`src/rtl/spi_sl_sync.sv`:
```
// SPI mode-0 responder running on the system clock.
// sclk/cs/mosi are oversampled through 2-FF synchronisers and edge-detected.
module spi_sl_sync #(
  parameter int              WIDTH      = 8,
  parameter logic [WIDTH-1:0] DEFAULT_TX = '1
) (
  input  logic             clk,
  input  logic             rst,
  input  logic             sclk,
  input  logic             cs,
  input  logic             mosi,
  output logic             miso,
  input  logic [WIDTH-1:0] tx_data,
  input  logic             tx_valid,
  output logic             tx_ready,
  output logic [WIDTH-1:0] rx_data,
  output logic             rx_valid,
  output logic             tx_underrun,
  output logic             busy
);

  localparam int CW = $clog2(WIDTH + 1);

  typedef enum logic [1:0] {
    IDLE,
    LOAD,
    SHIFT
  } state_e;

  logic sclk_m_q, sclk_s_q, sclk_d_q;
  logic cs_m_q, cs_s_q, cs_d_q;
  logic mosi_m_q, mosi_s_q;

  state_e           state_q, state_d;
  logic [CW-1:0]    bit_cnt_q, bit_cnt_d;
  logic [WIDTH-1:0] tx_sh_q, tx_sh_d;
  logic [WIDTH-1:0] rx_sh_q, rx_sh_d;
  logic [WIDTH-1:0] rx_data_q, rx_data_d;
  logic [WIDTH-1:0] buf_q, buf_d;
  logic             full_q, full_d;
  logic             miso_q, miso_d;
  logic             rx_valid_q, rx_valid_d;
  logic             under_q, under_d;

  logic rise, fall, cs_fall, cs_rise;
  logic load_go, take;

  assign rise    = sclk_s_q & ~sclk_d_q;
  assign fall    = ~sclk_s_q & sclk_d_q;
  assign cs_fall = ~cs_s_q & cs_d_q;
  assign cs_rise = cs_s_q & ~cs_d_q;

  // The slot frees up in the load cycle, so a new word can be taken
  // in that same cycle while the old one goes to the shifter.
  assign load_go  = (state_q == LOAD) & ~cs_rise;
  assign tx_ready = ~full_q | load_go;
  assign take     = tx_valid & tx_ready;

  always_comb begin
    state_d    = state_q;
    bit_cnt_d  = bit_cnt_q;
    tx_sh_d    = tx_sh_q;
    rx_sh_d    = rx_sh_q;
    rx_data_d  = rx_data_q;
    miso_d     = miso_q;
    rx_valid_d = 1'b0;
    under_d    = 1'b0;
    full_d     = full_q;
    buf_d      = buf_q;

    if (take) begin
      buf_d  = tx_data;
      full_d = 1'b1;
    end else if (load_go) begin
      full_d = 1'b0;
    end

    unique case (state_q)
      IDLE: begin
        miso_d    = 1'b0;
        bit_cnt_d = '0;
        if (cs_fall) state_d = LOAD;
      end
      LOAD: begin
        if (load_go) begin
          if (full_q) begin
            tx_sh_d = buf_q;
          end else begin
            tx_sh_d = DEFAULT_TX;
            under_d = 1'b1;
          end
          miso_d  = tx_sh_d[WIDTH-1];
          state_d = SHIFT;
        end
      end
      SHIFT: begin
        if (rise) begin
          rx_sh_d = {rx_sh_q[WIDTH-2:0], mosi_s_q};
          if (bit_cnt_q == CW'(WIDTH - 1)) begin
            rx_data_d  = rx_sh_d;
            rx_valid_d = 1'b1;
            bit_cnt_d  = '0;
          end else begin
            bit_cnt_d = bit_cnt_q + 1'b1;
          end
        end else if (fall) begin
          if (bit_cnt_q != '0) begin
            tx_sh_d = tx_sh_q << 1;
            miso_d  = tx_sh_q[WIDTH-2];
          end else begin
            state_d = LOAD;
          end
        end
      end
      default: state_d = IDLE;
    endcase

    // Deselect wins over everything except a word completing this cycle.
    if (cs_rise) begin
      state_d   = IDLE;
      miso_d    = 1'b0;
      bit_cnt_d = '0;
    end
  end

  always_ff @(posedge clk or posedge rst) begin
    if (rst) begin
      sclk_m_q   <= 1'b0;
      sclk_s_q   <= 1'b0;
      sclk_d_q   <= 1'b0;
      cs_m_q     <= 1'b1;
      cs_s_q     <= 1'b1;
      cs_d_q     <= 1'b1;
      mosi_m_q   <= 1'b0;
      mosi_s_q   <= 1'b0;
      state_q    <= IDLE;
      bit_cnt_q  <= '0;
      tx_sh_q    <= '0;
      rx_sh_q    <= '0;
      rx_data_q  <= '0;
      buf_q      <= '0;
      full_q     <= 1'b0;
      miso_q     <= 1'b0;
      rx_valid_q <= 1'b0;
      under_q    <= 1'b0;
    end else begin
      sclk_m_q   <= sclk;
      sclk_s_q   <= sclk_m_q;
      sclk_d_q   <= sclk_s_q;
      cs_m_q     <= cs;
      cs_s_q     <= cs_m_q;
      cs_d_q     <= cs_s_q;
      mosi_m_q   <= mosi;
      mosi_s_q   <= mosi_m_q;
      state_q    <= state_d;
      bit_cnt_q  <= bit_cnt_d;
      tx_sh_q    <= tx_sh_d;
      rx_sh_q    <= rx_sh_d;
      rx_data_q  <= rx_data_d;
      buf_q      <= buf_d;
      full_q     <= full_d;
      miso_q     <= miso_d;
      rx_valid_q <= rx_valid_d;
      under_q    <= under_d;
    end
  end

  assign miso        = miso_q;
  assign rx_data     = rx_data_q;
  assign rx_valid    = rx_valid_q;
  assign tx_underrun = under_q;
  assign busy        = ~cs_s_q;

endmodule
```
`config.mk`:
```
export PLATFORM = sky130hd
export DESIGN_NAME = spi_sl_sync
export DESIGN_NICKNAME = d
export VERILOG_FILES = /design/src/rtl/spi_sl_sync.sv
export SDC_FILE = /design/constraint.sdc
export NUM_CORES = 1
export LEC_CHECK = 0
export BUFFER_PORTS_ARGS = -buffer_cell sky130_fd_sc_hd__buf_4
export CORE_MARGIN = 4
export CORE_UTILIZATION = 30
export DETAILED_ROUTE_END_ITERATION = 12
export SETUP_SLACK_MARGIN = 0.3
export SLEW_MARGIN = 5
export SYNTH_ARGS = -nofsm -noshare
export SYNTH_HDL_FRONTEND = slang
export SYNTH_SLANG_ARGS = --single-unit
```
`constraint.sdc`:
```
create_clock -name clk -period 2 [get_ports clk]
set_input_delay 0.4 -clock clk [delete_from_list [all_inputs] [get_ports clk]]
set_output_delay 0.4 -clock clk [all_outputs]
set_load 0.05 [all_outputs]
```
Word-level counts from Yosys, hierarchy flattened
Index checks and enable logic that the tools add are counted.
{"block": "op_classes", "addsub": 1, "n_mul": 0, "n_div": 0, "n_lt_le_gt_ge": 0, "n_eq_ne": 14, "shift": 0, "n_mux": 31, "bitwise": 13, "reduce_logical": 12}
{"cell": "$mux 7", "n": 4}
{"cell": "$ne 3x3->1 const B", "n": 7}
{"cell": "$reduce_and 5->1", "n": 3}
{"cell": "$pmux 7 s2", "n": 1}
{"cell": "$mux 1", "n": 13}
{"cell": "$mux 2", "n": 6}
{"cell": "$mux 4", "n": 3}
{"cell": "$mux 8", "n": 1}
{"cell": "$ne 2x2->1 const B", "n": 4}
{"cell": "$pmux 4 s2", "n": 1}
{"cell": "$reduce_bool 4->1", "n": 2}
{"cell": "$and 1x1->1", "n": 6}
{"cell": "$not 1->1", "n": 6}
{"cell": "$pmux 2 s3", "n": 1}
{"cell": "$add 4x1->4 const B", "n": 1}
{"cell": "$eq 4x3->1 const B", "n": 1}
{"cell": "$reduce_and 2->1", "n": 2}
{"cell": "$reduce_bool 2->1", "n": 2}
{"cell": "$pmux 1 s3", "n": 1}
{"cell": "$reduce_and 3->1", "n": 1}
{"cell": "$reduce_bool 3->1", "n": 1}
{"cell": "$eq 2x1->1 const B", "n": 1}
{"cell": "$eq 2x2->1 const B", "n": 1}
{"cell": "$logic_not 2->1", "n": 1}
{"cell": "$or 1x1->1", "n": 1}
{"block": "totals", "register_bits": 48, "latch_bits": 0, "ram_bits": 0, "rom_bits": 0, "inputBits": 14, "output_inout_bits": 13, "elab_cells": 89, "n_memories": 0}

Logic depth before layout (Yosys ltp)
{"block": "depth", "ltp_word": 7, "depth_mapped": 7, "mapped_depth_nobuf": 6}

Least setup slack after synthesis
OpenSTA, ideal clock, no wires.
{"block": "synth_path", "kind": "flip-flop to flip-flop", "start": "register cs_d_q", "end": "register buf_q[0]", "setup_time_ns": 0.125, "t_arrival_ns": 2.028, "required_time_ns": 1.875, "slack_ns": -0.153, "path_stages_with_launch": 8, "path_buffers": 1, "synth_period_minus_slack_ns": 2.153, "cell_sequence": "dfstp_2 -> inv_1 -> ha_1 -> nand2b_1 -> nand2_1 -> and2_1 -> buf_2 -> mux2_2"}
{"block": "synth_between", "elab_chain_cells": 6}
{"item": "start: declaration", "line_no": "31", "rtl": "logic cs_m_q, cs_s_q, cs_d_q;"}
{"item": "start signal: assignment", "line_no": "152", "rtl": "cs_d_q <= cs_s_q;"}
{"item": "$not 1->1", "line_no": "51", "rtl": "assign cs_rise = cs_s_q & ~cs_d_q;"}
{"item": "$and 1x1->1", "line_no": "51"}
{"item": "$not 1->1", "line_no": "55", "rtl": "assign load_go = (state_q == LOAD) & ~cs_rise;"}
{"item": "$and 1x1->1", "line_no": "55"}
{"item": "$or 1x1->1", "line_no": "56", "rtl": "assign tx_ready = ~full_q | load_go;"}
{"item": "net tx_ready", "line_no": "15", "rtl": "output logic tx_ready,"}
{"item": "$and 1x1->1", "line_no": "57", "rtl": "assign take = tx_valid & tx_ready;"}
{"item": "end signal: assignment", "line_no": "160", "rtl": "buf_q <= buf_d;"}
{"item": "end: declaration", "line_no": "39", "rtl": "logic [WIDTH-1:0] buf_q, buf_d;"}
The timed path passes the listed nets, and every way through them passes these cells.
A chain may end at the register's enable or synchronous reset.

Worst setup path after layout
{"block": "layout_path", "start": "register cs_d_q", "end": "output port tx_ready"}
{"block": "layout_between", "elab_chain_cells": 5}
{"item": "$not 1->1", "line_no": "51"}
{"item": "$and 1x1->1", "line_no": "51"}
{"item": "$not 1->1", "line_no": "55"}
{"item": "$and 1x1->1", "line_no": "55"}
{"item": "$or 1x1->1", "line_no": "56"}
{"item": "end: declaration", "line_no": "15"}
Every way passes these cells.

==> impl_metrics.tcl <==
set metrics [dict create \
    critPathLaunchType "flop" \
    antenna_cells 0 \
    nFillCells 612 \
    place_area_mm2 0.00241 \
    synthMuxAreaShare 0.132 \
    avgSynthCellArea_um2 12.5 \
    setup_viol 0 \
    synthAdderAreaFrac 0.0490 \
    cts.clk_slew.worst_paths_ns 0.09 \
    synth-simple-area-share 0.103 \
    ir_drop_uv 916 \
    cts_htree_levels 2 \
    wl_um 4110 \
    synth_cell_types 32 \
    seq_power_share 0.405 \
    io_pins 27 \
    synthCells 163 \
    insertion_delay_ns 0.30 \
    drcViolationCount 0 \
    ant_nets 0 \
    grt_usage 0.101 \
    synth_top_family_by_area "multiplexers" \
    die_x_um 90.5 \
    status "completed" \
    leakagePower_uw 0.00132 \
    swShare 0.331 \
    route.vias.total 1384 \
    utilization 0.436 \
    synthToLayoutAreaGrowth_pct 38.0 \
    syn_area_mm2 0.00204 \
    synthXorXnorAreaFrac 0 \
    crit_required_ns 1.60 \
    finalInstanceArea_mm2 0.00282 \
    synth_nets 185 \
    grt-ovfl-total 0 \
    die_h_um 90.5 \
    clockPowerShare 0.211 \
    hpwlAfterDp_um 2600 \
    p_sw_uw 1150 \
    cp_cell_sequence "inv_2 > ha_4 > nand2b_4 > nand2_8 > buf_8" \
    drive_gt1_frac 0.484 \
    gp_congestion 0.741 \
    setup_tns_ns 0 \
    cts_tree "yes" \
    coreArea_mm2 0.00646 \
    ys_seq_elements 48 \
    r2r_slack_ns 0.22 \
    worstSetupPathType "reg2out" \
    arrival_ns 1.42 \
    hold_path_class "in2async" \
    clockRootBuffer "clkbuf_8" \
    via_per_inst 4.71 \
    finalHoldViolations 0 \
    rsz0062_at_grt "true" \
    final_common_cell "buf_4" \
    power.internal_uw 2330 \
    endpoint_kind "output pin" \
    first_global_vias 1395 \
    drt_first_pass_iters 4 \
    initial_core_util 0.316 \
    tightest_slew_ns 0.447 \
    fin_hold_ws_ns 0.0958 \
    row_count 29 \
    yosysSeqAreaShare 0.590 \
    yosys_warnings 0 \
    nNetsFinal 238 \
    dieArea_mm2 0.00819 \
    final_cell_mix "buf_4, dfrtp_1, mux2_2, o21ai_0, mux2_4" \
    clock.fmax_ghz 0.550 \
    tritoncts_num_sinks 48 \
    cts_buffer_depth 2 \
    grt_max_degree 30 \
    cts_made_buffers 5 \
    layout_min_cycle_time_ns 1.82 \
    cp_max_fo 3 \
    synth_compound_area_frac 0.0981 \
    wl_per_cell_um 14.0 \
    drv_slew 0 \
    antenna_found_initial 0 \
    pwr-share-comb 0.384 \
    powerDensity_mw_per_mm2 1240 \
    slowest_stage "dfstp_2" \
    cpPeakStageDelay_ns 0.53 \
    portBuffers 26 \
    max-slew-margin-rel 0.702 \
    maxCapViolCount 0 \
    timing.final.crit_share 0.909 \
    grt_pass1_wl_um 6770 \
    cts_hold_buf 0 \
    fin_skew_ns 0.0116 \
    drtIter0Drc 37 \
]
==> power by group through the flow <==
stage               clock, uW  combinational [uW]  sequential [uW]
floorplan                   0                 783             1390
global placement            0                1000             1400
detailed placement          0                1030             1400
CTS                       762                1220             1390
global route              803                1470             1440
finish                    737                1340             1410
==> worst max-delay path, delay by kind of cell, from the launching register on <==
kind / cells / cell delay [ns]
AND/OR/NAND/NOR: 2 / 0.24
adder cells (fa/ha/maj): 1 / 0.16
flip-flops: 1 / 0.53
buffers and inverters: 2 / 0.19
==> kinds of logic (layout without fill, tap and decap cells) <==
logic type | count (synthesis) | in the layout
AOI/OAI and AO/OA | 33 | 33
adders and majority gates | 8 | 8
buffers and inverters | 14 | 68
DFF | 48 | 48
muxes | 24 | 24
and+or+nand+nor | 36 | 36
==> layer usage <==
metal	track usage	share of wire	vias to the layer above
li1	-	-	671
met1	0.137	0.50	678
met2	0.156	0.45	29
met3	0.0267	0.033	6
met4	0.0344	0.013	0
met5	0	0	-
==> Yosys cell counts, drive strengths merged <==
cell type  instances  area (um^2)
dfrtp             45         1130
mux2              24          270
o21ai             14         70.1
nand2             12         45.0
inv               11         41.3
ha                 8          100
nand2b             8         50.1
a21oi              5         25.0
o22ai              5         31.3
dfstp              3         78.8
nor2               3         11.3
nor2b              3         18.8
a22oi              2         15.0
and2               2         12.5
buf                2         10.0
a21o               1         7.51
a221o              1         10.0
a22o               1         8.76
clkbuf             1         3.75
nand3              1         5.00
nand3b             1         7.51
nand4b             1         8.76
nor3               1         5.00
nor3b              1         7.51
nor4               1         21.3
nor4bb             1         10.0
o21a               1         7.51
o21bai             1         7.51
o221ai             1         8.76
o32ai              1         8.76
or4                1         7.51
==> flip-flops by register name, indices dropped and copies added, names as in the netlist <==
name and flops:
rx_sh_q 7, rx_valid 1, tx_underrun 1, tx_sh_q 7
buf_q 8, rx_data 8, miso 1, sclk_m_q 1
full_q 1, cs_s_q 1, mosi_s_q 1, sclk_d_q 1
state_q 2, cs_d_q 1, bit_cnt_q 4, mosi_m_q 1
sclk_s_q 1, cs_m_q 1
==> stage by stage <==
stage,cells,setup slack (ns),total power (uW)
after floorplan,163,0.303,2180
after global placement,269,0.0988,2400
after detailed placement,269,0.0573,2430
after CTS,291,0.165,3370
after global routing,294,0.125,3710
final,294,0.182,3480
==> cell type report <==
class / count / area [um^2] / share of cell area
flip-flops and latches: 48 / 1210 / 0.429
clock buffers: 6 / 82.6 / 0.0293
well taps: 77 / 96.3 / 0.0342
multi-input cells: 101 / 947 / 0.336
repair buffers: 49 / 399 / 0.142
clock inverters: 2 / 38.8 / 0.0138
inverters: 11 / 43.8 / 0.0156
==> repair_timing <==
action                     4_1_cts  5_1_grt
pin swaps                        4        5
setup endpoints to repair       30       28
resized for setup               14       26
setup buffers                   14        3
==> path summary, 6_finish.rpt <==
check,from,endpoint,cells after the start
max in group asynchronous,rst,cs_d_q,3
max,cs_d_q,tx_ready,5
min,rst,buf_q[0],2
min in group clk,mosi,mosi_m_q,1
max reg2reg,cs_d_q,tx_sh_q[0],5
min reg2reg,sclk_m_q,sclk_s_q,0
Note: power is estimated with default switching activity, not from simulation.
